<file path="config.mk">
export PLATFORM = sky130hd
export DESIGN_NAME = feature_marker_writer_flat
export DESIGN_NICKNAME = d
export VERILOG_FILES = /design/src/rtl/feature_marker_writer_if.sv /design/src/rtl/feature_marker_writer.sv /design/src/flat_wrapper.sv
export SDC_FILE = /design/constraint.sdc
export NUM_CORES = 1
export LEC_CHECK = 0
export ABC_AREA = 0
export CORE_MARGIN = 8
export CORE_UTILIZATION = 45
export DETAILED_ROUTE_END_ITERATION = 8
export SLEW_MARGIN = 10
export SYNTH_ARGS = -nofsm -noshare
export SYNTH_HDL_FRONTEND = slang
export SYNTH_SLANG_ARGS = --single-unit
export TNS_END_PERCENT = 10
</file>
<file path="constraint.sdc">
create_clock -name i_clk_sys -period 11 [get_ports i_clk_sys]
set_input_delay 2.2 -clock i_clk_sys [delete_from_list [all_inputs] [get_ports i_clk_sys]]
set_output_delay 2.2 -clock i_clk_sys [all_outputs]
set_load 0.05 [all_outputs]
</file>
<file path="src/rtl/feature_marker_writer_if.sv">
// Bundles the feature-in handshake, the {mask,addr,data} write port and the frame-done handshake.
// slave is the marker writer's view; master is the upstream/arbiter side.
interface feature_marker_writer_if;
    logic        buf_sel;
    logic [9:0]  feat_x;
    logic [9:0]  feat_y;
    logic        feat_last;
    logic        feat_valid;
    logic        feat_ready;
    logic [53:0] dout;
    logic        valid;
    logic        ready;
    logic        done;
    logic        done_ack;
    logic [15:0] feat_count;

    modport master (
        output buf_sel, feat_x, feat_y, feat_last, feat_valid, ready, done_ack,
        input  feat_ready, dout, valid, done, feat_count
    );

    modport slave (
        input  buf_sel, feat_x, feat_y, feat_last, feat_valid, ready, done_ack,
        output feat_ready, dout, valid, done, feat_count
    );
endinterface

</file>
<file path="src/rtl/feature_marker_writer.sv">
// Draws a clipped plus-shaped marker into the overlay frame buffer as masked 32-bit word writes.
// Optional marker counter on feat_count is built only when FEATURE_MARKER_COUNT_EN is defined.
//
// state  | meaning
// IDLE   | waiting for a feature (feat_ready=1)
// LOAD   | range check, clip bounds, row base address
// HSEG   | horizontal arm, one write per 4-pixel word
// VSEG   | vertical arm, one write per row, centre row skipped
// FIN    | marker finished, count it, raise done on last feature
// DONE   | holding done until done_ack
module feature_marker_writer #(
    parameter int unsigned WIDTH       = 800,
    parameter int unsigned HEIGHT      = 600,
    parameter int unsigned MARK_R      = 2,
    parameter logic [7:0]  COLOR       = 8'hFF,
    parameter int unsigned FRAME_WORDS = 120000
) (
    input logic                    i_clk_sys,
    input logic                    i_rst_b,
    feature_marker_writer_if.slave bus
);
    localparam logic [17:0] WPR = 18'(WIDTH / 4);
    localparam logic [17:0] FB1 = 18'(FRAME_WORDS);
    localparam logic [9:0]  RAD = 10'(MARK_R);

    typedef enum logic [2:0] {S_IDLE, S_LOAD, S_HSEG, S_VSEG, S_FIN, S_DONE} state_t;

    state_t      r_state, w_next;
    logic [9:0]  r_x, r_y, r_xl, r_xh, r_vrow, r_vcnt;
    logic        r_last, r_buf, r_drawn, r_done, r_feat_ready, r_vnone;
    logic [7:0]  r_hw, r_hcnt;
    logic [17:0] r_row_base, r_vaddr;

    logic        w_in_range, w_valid, w_xfer;
    logic [9:0]  w_xl, w_xh, w_yl, w_yh, w_yoff, w_vrows, w_pix;
    logic [10:0] w_xsum, w_ysum;
    logic [17:0] w_base, w_row_base, w_xw, w_vback, w_addr;
    logic [3:0]  w_hmask, w_mask;

    // Constant-coefficient multiply by words-per-row, reduced to shifts and adds.
    function automatic logic [17:0] f_rows(input logic [9:0] rows);
        logic [17:0] acc;
        acc = '0;
        for (int b = 0; b < 18; b++)
            if (WPR[b]) acc = acc + ({8'd0, rows} << b);
        return acc;
    endfunction

    assign w_in_range = ({1'b0, r_x} < 11'(WIDTH)) && ({1'b0, r_y} < 11'(HEIGHT));
    assign w_xsum     = {1'b0, r_x} + {1'b0, RAD};
    assign w_ysum     = {1'b0, r_y} + {1'b0, RAD};
    assign w_xl       = (r_x >= RAD) ? r_x - RAD : '0;
    assign w_yl       = (r_y >= RAD) ? r_y - RAD : '0;
    assign w_xh       = (w_xsum > 11'(WIDTH - 1))  ? 10'(WIDTH - 1)  : w_xsum[9:0];
    assign w_yh       = (w_ysum > 11'(HEIGHT - 1)) ? 10'(HEIGHT - 1) : w_ysum[9:0];
    assign w_yoff     = r_y - w_yl;
    assign w_vrows    = w_yh - w_yl;
    assign w_base     = r_buf ? FB1 : 18'd0;
    assign w_row_base = w_base + f_rows(r_y);
    assign w_xw       = {10'd0, r_x[9:2]};
    // The arm is at most 3 rows long, so stepping back to the top row needs only these constants.
    assign w_vback    = (w_yoff == 10'd1) ? WPR :
                        (w_yoff == 10'd2) ? (WPR << 1) : (WPR + (WPR << 1));

    always_comb begin
        w_hmask = '0;
        w_pix   = '0;
        for (int i = 0; i < 4; i++) begin
            w_pix      = {r_hw, 2'(i)};
            w_hmask[i] = (w_pix >= r_xl) && (w_pix <= r_xh);
        end
    end

    always_ff @(posedge i_clk_sys or negedge i_rst_b) begin
        if (!i_rst_b) r_state <= S_IDLE;
        else          r_state <= w_next;
    end

    always_comb begin
        w_next = r_state;
        case (r_state)
            S_IDLE: if (bus.feat_valid && r_feat_ready) w_next = S_LOAD;
            S_LOAD: w_next = w_in_range ? S_HSEG : S_FIN;
            S_HSEG: if (w_xfer && r_hcnt == 8'd0) w_next = r_vnone ? S_FIN : S_VSEG;
            S_VSEG: if (w_xfer && r_vcnt == 10'd0) w_next = S_FIN;
            S_FIN:  w_next = r_last ? S_DONE : S_IDLE;
            S_DONE: if (bus.done_ack) w_next = S_IDLE;
            default: w_next = S_IDLE;
        endcase
    end

    always_comb begin
        w_valid = 1'b0;
        w_mask  = '0;
        w_addr  = '0;
        case (r_state)
            S_HSEG: begin
                w_valid = 1'b1;
                w_mask  = w_hmask;
                w_addr  = r_row_base + {10'd0, r_hw};
            end
            S_VSEG: begin
                w_valid = 1'b1;
                w_mask  = 4'b0001 << r_x[1:0];
                w_addr  = r_vaddr;
            end
            default: ;
        endcase
    end

    assign w_xfer         = w_valid & bus.ready;
    assign bus.valid      = w_valid;
    assign bus.dout       = w_valid ? {w_mask, w_addr, {4{COLOR}}} : '0;
    assign bus.feat_ready = r_feat_ready;
    assign bus.done       = r_done;

    always_ff @(posedge i_clk_sys or negedge i_rst_b) begin
        if (!i_rst_b) begin
            r_x <= '0; r_y <= '0; r_last <= 1'b0; r_buf <= 1'b0;
            r_xl <= '0; r_xh <= '0; r_hw <= '0; r_hcnt <= '0;
            r_row_base <= '0; r_vaddr <= '0; r_vrow <= '0; r_vcnt <= '0;
            r_vnone <= 1'b0; r_drawn <= 1'b0; r_done <= 1'b0; r_feat_ready <= 1'b0;
        end else begin
            r_feat_ready <= (w_next == S_IDLE);
            case (r_state)
                S_IDLE: if (bus.feat_valid && r_feat_ready) begin
                    r_x    <= bus.feat_x;
                    r_y    <= bus.feat_y;
                    r_last <= bus.feat_last;
                    r_buf  <= bus.buf_sel;
                end
                S_LOAD: begin
                    r_drawn    <= w_in_range;
                    r_xl       <= w_xl;
                    r_xh       <= w_xh;
                    r_hw       <= w_xl[9:2];
                    r_hcnt     <= w_xh[9:2] - w_xl[9:2];
                    r_row_base <= w_row_base;
                    r_vnone    <= (w_vrows == 10'd0);
                    r_vcnt     <= w_vrows - 10'd1;
                    // Top row coincides with the centre only when y is on row 0 of the frame.
                    if (w_yl == r_y) begin
                        r_vrow  <= r_y + 10'd1;
                        r_vaddr <= w_row_base + w_xw + WPR;
                    end else begin
                        r_vrow  <= w_yl;
                        r_vaddr <= w_row_base + w_xw - w_vback;
                    end
                end
                S_HSEG: if (w_xfer && r_hcnt != 8'd0) begin
                    r_hw   <= r_hw + 8'd1;
                    r_hcnt <= r_hcnt - 8'd1;
                end
                S_VSEG: if (w_xfer && r_vcnt != 10'd0) begin
                    r_vcnt <= r_vcnt - 10'd1;
                    if (r_vrow + 10'd1 == r_y) begin
                        r_vrow  <= r_vrow + 10'd2;
                        r_vaddr <= r_vaddr + (WPR << 1);
                    end else begin
                        r_vrow  <= r_vrow + 10'd1;
                        r_vaddr <= r_vaddr + WPR;
                    end
                end
                S_FIN:  if (r_last) r_done <= 1'b1;
                S_DONE: if (bus.done_ack) r_done <= 1'b0;
                default: ;
            endcase
        end
    end

`ifdef FEATURE_MARKER_COUNT_EN
    logic [15:0] r_count;

    always_ff @(posedge i_clk_sys or negedge i_rst_b) begin
        if (!i_rst_b)
            r_count <= '0;
        else if (r_state == S_DONE && bus.done_ack)
            r_count <= '0;
        else if (r_state == S_FIN && r_drawn && r_count != 16'hFFFF)
            r_count <= r_count + 16'd1;
    end

    assign bus.feat_count = r_count;
`else
    assign bus.feat_count = '0;
`endif
endmodule

</file>
<file path="src/flat_wrapper.sv">
// flat-port wrapper written by rule: the top's interface ports become plain ports
module feature_marker_writer_flat 
#(
    parameter int unsigned WIDTH       = 800,
    parameter int unsigned HEIGHT      = 600,
    parameter int unsigned MARK_R      = 2,
    parameter logic [7:0]  COLOR       = 8'hFF,
    parameter int unsigned FRAME_WORDS = 120000
)
  (i_clk_sys, i_rst_b, bus_buf_sel, bus_feat_x, bus_feat_y, bus_feat_last, bus_feat_valid, bus_ready, bus_done_ack, bus_feat_ready, bus_dout, bus_valid, bus_done, bus_feat_count);
  feature_marker_writer_if bus_i ();
  input logic i_clk_sys;
  input logic i_rst_b;
  input wire logic [$bits(bus_i.buf_sel)-1:0] bus_buf_sel;
  input wire logic [$bits(bus_i.feat_x)-1:0] bus_feat_x;
  input wire logic [$bits(bus_i.feat_y)-1:0] bus_feat_y;
  input wire logic [$bits(bus_i.feat_last)-1:0] bus_feat_last;
  input wire logic [$bits(bus_i.feat_valid)-1:0] bus_feat_valid;
  input wire logic [$bits(bus_i.ready)-1:0] bus_ready;
  input wire logic [$bits(bus_i.done_ack)-1:0] bus_done_ack;
  output wire logic [$bits(bus_i.feat_ready)-1:0] bus_feat_ready;
  output wire logic [$bits(bus_i.dout)-1:0] bus_dout;
  output wire logic [$bits(bus_i.valid)-1:0] bus_valid;
  output wire logic [$bits(bus_i.done)-1:0] bus_done;
  output wire logic [$bits(bus_i.feat_count)-1:0] bus_feat_count;
  assign bus_i.buf_sel = bus_buf_sel;
  assign bus_i.feat_x = bus_feat_x;
  assign bus_i.feat_y = bus_feat_y;
  assign bus_i.feat_last = bus_feat_last;
  assign bus_i.feat_valid = bus_feat_valid;
  assign bus_i.ready = bus_ready;
  assign bus_i.done_ack = bus_done_ack;
  assign bus_feat_ready = bus_i.feat_ready;
  assign bus_dout = bus_i.dout;
  assign bus_valid = bus_i.valid;
  assign bus_done = bus_i.done;
  assign bus_feat_count = bus_i.feat_count;
  feature_marker_writer #(.WIDTH(WIDTH), .HEIGHT(HEIGHT), .MARK_R(MARK_R), .COLOR(COLOR), .FRAME_WORDS(FRAME_WORDS)) u_core (.i_clk_sys(i_clk_sys), .i_rst_b(i_rst_b), .bus(bus_i));
endmodule
</file>
==> flow_summary_export.csv <==
group,metric,value,unit
timing,setup_viol,0,
setup_path,crit_arrival,4.41,ns
cells_and_area,antenna_cells,0,
drt,met1_length,15.5,mm
global_routing,antenna_found_initial,0,
cts,postCtsHoldBufs,0,
setup_path,reg2reg_from,"u_core.r_y[4]$_DFFE_PN0P_",
drt,vias_per_cell,5.68,
drt,antenna_left,0,
synth,syn_avg_cell_area,7.73,sq um
drt,highest_layer,"met4",
timing,finalCriticalPeriod,6.61,ns
timing,relSlewSlack,31.9,%
cells_and_area,drive_gt1_share,5.21,%
drt,post_drt_wl_per_cell,17.1,um
cts,h-tree-depth,4,
floorplan,start_util,45.6,%
floorplan,die_w,175,um
setup_path,required,8.80,ns
setup_path,reg2regPathDepth,26,
hold_path,holdCritPathClass,"reg2reg",
floorplan,die_h,175,um
synth,syn_area,11400,sq um
outcome,status,"completed",
synth,postSynth.asyncResetShare,100,%
setup_path,r2r-end,"u_core.r_vaddr[17]$_DFFE_PN0P_",
timing,fin_crit_sh,60.1,%
synth,synth_cell_type_count,72,
drt,drc_errors,0,
synth,syn_inst,1476,
place,port_buffers,83,
synth,yosysSeqAreaShare,25.7,%
cts,cts-root-buf,"clkbuf_16",
global_routing,globalRouteTotalUtil,20.6,%
cts,cts_sinks,117,
setup_path,cp_max_fo,40,
cts,numCtsBuffers,17,
cts,clk_latency,0.42,ns
synth,synth-edff-count,0,
timing,clock.fmax,151,MHz
drt,wl,31.3,mm
setup_path,endpoint,"bus_dout[52]",
synth,ys_ff_latch,117,
timing,rsz0062_at_grt,"false",
place,place_congestion,0.927,
setup_path,worst-r2r-setup-slack,4.97,ns
setup_path,cp-end-kind,"output port",
cts,postCtsSetupBuffers,0,
drt,vias,10400,
cts,cts_resized,0,
timing,hold_violations,0,
global_routing,grt_start_max_net_pins,65,
synth,synth_top_area_cell,"dfrtp_1",
global_routing,grt-ovfl-total,0,
floorplan,rows,58,
global_routing,grt_pass1_vias,9825,
timing,timing_worst_slew_pin_value,1.02,ns
drt,drt_iter0_drc,727,
timing,fin_skew,0.0130,ns
cells_and_area,fillers,2443,
place,post-dp-hpwl,23.4,mm
timing,setup_tns,0,ns
synth,yosys-top-cells-area,"dfrtp_1 (26%), ha_1 (11%), a21oi_1 (6.0%)",
cts,clkTransAtPathRegs,0.06,ns
synth,yosys_warnings,0,
synth,yosys.area.top_type_share,25.7,%
floorplan,core_area,25000,sq um
synth,synth_ff_type,"dfrtp_1",
flow_run,cap_violations,0,
setup_path,startpoint,"u_core.r_state[2]$_DFF_PN0_",
setup_path,start_kind,"flop",
timing,finalMaxSlewViolations,0,
cells_and_area,nets,1624,
synth,synth_most_common_cell,"nand2_1",
cells_and_area,area_growth,11.4,%
global_routing,grt_pass1_wl,51.8,mm
floorplan,dieArea,30700,sq um
synth,synth_common_cells,"nand2_1 (176), nor2_1 (144), a21oi_1 (136)",
cts,cts_tree,"built",
drt,drt-pass1-iter-count,7,
drt,dr_wl_met2,13.3,mm
floorplan,io_pins,100,
cts,clk_path_buf_depth,2,
drt,met3_length,1.99,mm
setup_path,path_class,"reg2out",
[area by class of cell]
class                           instances  area [sq um]  share of cell area [%]
Sequential cell                       117          2930                    23.0
Inverter                               84           315                    2.48
Clock buffer                           19           443                    3.48
Clock inverter                         13          98.8                   0.777
Timing Repair Buffer                   94           911                    7.16
Multi-Input combinational cell       1171          7610                    59.8
Tap cell                              330           413                    3.25
[worst max-delay path: stages, from the launching register on]
cell             delay [ns]
dfrtp_1                0.36
nand2b_1               0.71
clkinv_1               0.99
nand2b_1               0.93
a211oi_1               0.08
o21ai_0                0.10
o21ai_0                0.10
clkdlybuf4s50_1        0.71
[state kept, by name, summed over array words and instances (netlist names)]
register / count
u_core.bus.done: 1
u_core.r_xl: 10
u_core.r_vcnt: 10
u_core.r_vnone: 1
u_core.r_last: 1
u_core.r_vrow: 10
u_core.r_state: 3
u_core.r_vaddr: 18
u_core.r_hw: 8
u_core.r_buf: 1
u_core.r_xh: 10
u_core.r_y: 10
u_core.r_hcnt: 8
u_core.bus.feat_ready: 1
u_core.r_x: 10
u_core.r_row_base: 15
[per-layer routing]
| layer | track usage, % | vias to the layer above |
|---|---|---|
| met5 | 0 | - |
| met4 | 6.15 | 0 |
| met3 | 3.11 | 35 |
| met2 | 30.9 | 310 |
| met1 | 30.0 | 4936 |
| li1 | - | 5098 |
[cells by family (layout without fill, tap and decap cells)]
kind of cell	Yosys count	after routing	synth area share, %
flip-flops	117	117	25.7
XOR/XNOR	106	106	8.14
adder cells (fa/ha/maj)	112	112	13.1
multiplexers	31	31	2.87
AO/OA/AOI/OAI	404	404	21.3
AND/OR/NAND/NOR	501	501	20.5
buffers and inverters	203	210	8.35
other	2	17	0.0658
[stage by stage]
stage          area, sq um  setup slack (ns)  hold slack, ns  std cells  util [%]
2_1_floorplan        11500              5.48           0.446       1491         -
3_3_place_gp         12200              4.92           0.463       1796      48.6
3_5_place_dp         12200              4.83           0.471       1796      48.6
4_1_cts              12700              4.36           0.484       1828      50.8
5_1_grt              12700              3.93           0.499       1828      50.8
6_report             12700              4.39           0.483       1828      50.8
[layout by cell type, fill, tap and decap left out, drive strengths merged, types with 7 or more instances in the layout]
master,instances
and2,8
nand2,176
nor2,144
mux2,14
or3,7
o22ai,13
inv,85
o21ai,118
nor2b,14
o211ai,8
dfrtp,117
conb,17
a21o,36
clkbuf,19
mux2i,17
xor2,41
xnor2,65
a22o,7
nand2b,17
a31oi,24
nor3,28
clkdlybuf4s50,82
buf,12
o21bai,10
nor4,8
a21oi,136
nand3,39
nand4,18
fa,12
ha,100
and3,12
[worst min-delay path by stage]
stage	startpoint	slack [ns]	end	cells after the start
3_5_place_dp	u_core.r_xh[6]$_DFFE_PN0P_	0.47	u_core.r_xh[6]$_DFFE_PN0P_	2
3_3_place_gp	u_core.r_xl[7]$_DFFE_PN0P_	0.46	u_core.r_xl[7]$_DFFE_PN0P_	2
2_1_floorplan	u_core.r_vaddr[2]$_DFFE_PN0P_	0.45	u_core.r_vaddr[2]$_DFFE_PN0P_	2
5_1_grt	u_core.r_xl[7]$_DFFE_PN0P_	0.50	u_core.r_xl[7]$_DFFE_PN0P_	2
6_report	u_core.r_xh[6]$_DFFE_PN0P_	0.48	u_core.r_xh[6]$_DFFE_PN0P_	2
4_1_cts	u_core.r_xh[6]$_DFFE_PN0P_	0.48	u_core.r_xh[6]$_DFFE_PN0P_	2
Power is left out: the tool's default activity adds up to more than one toggle a clock period on the data nets, which glitch-free logic cannot reach.
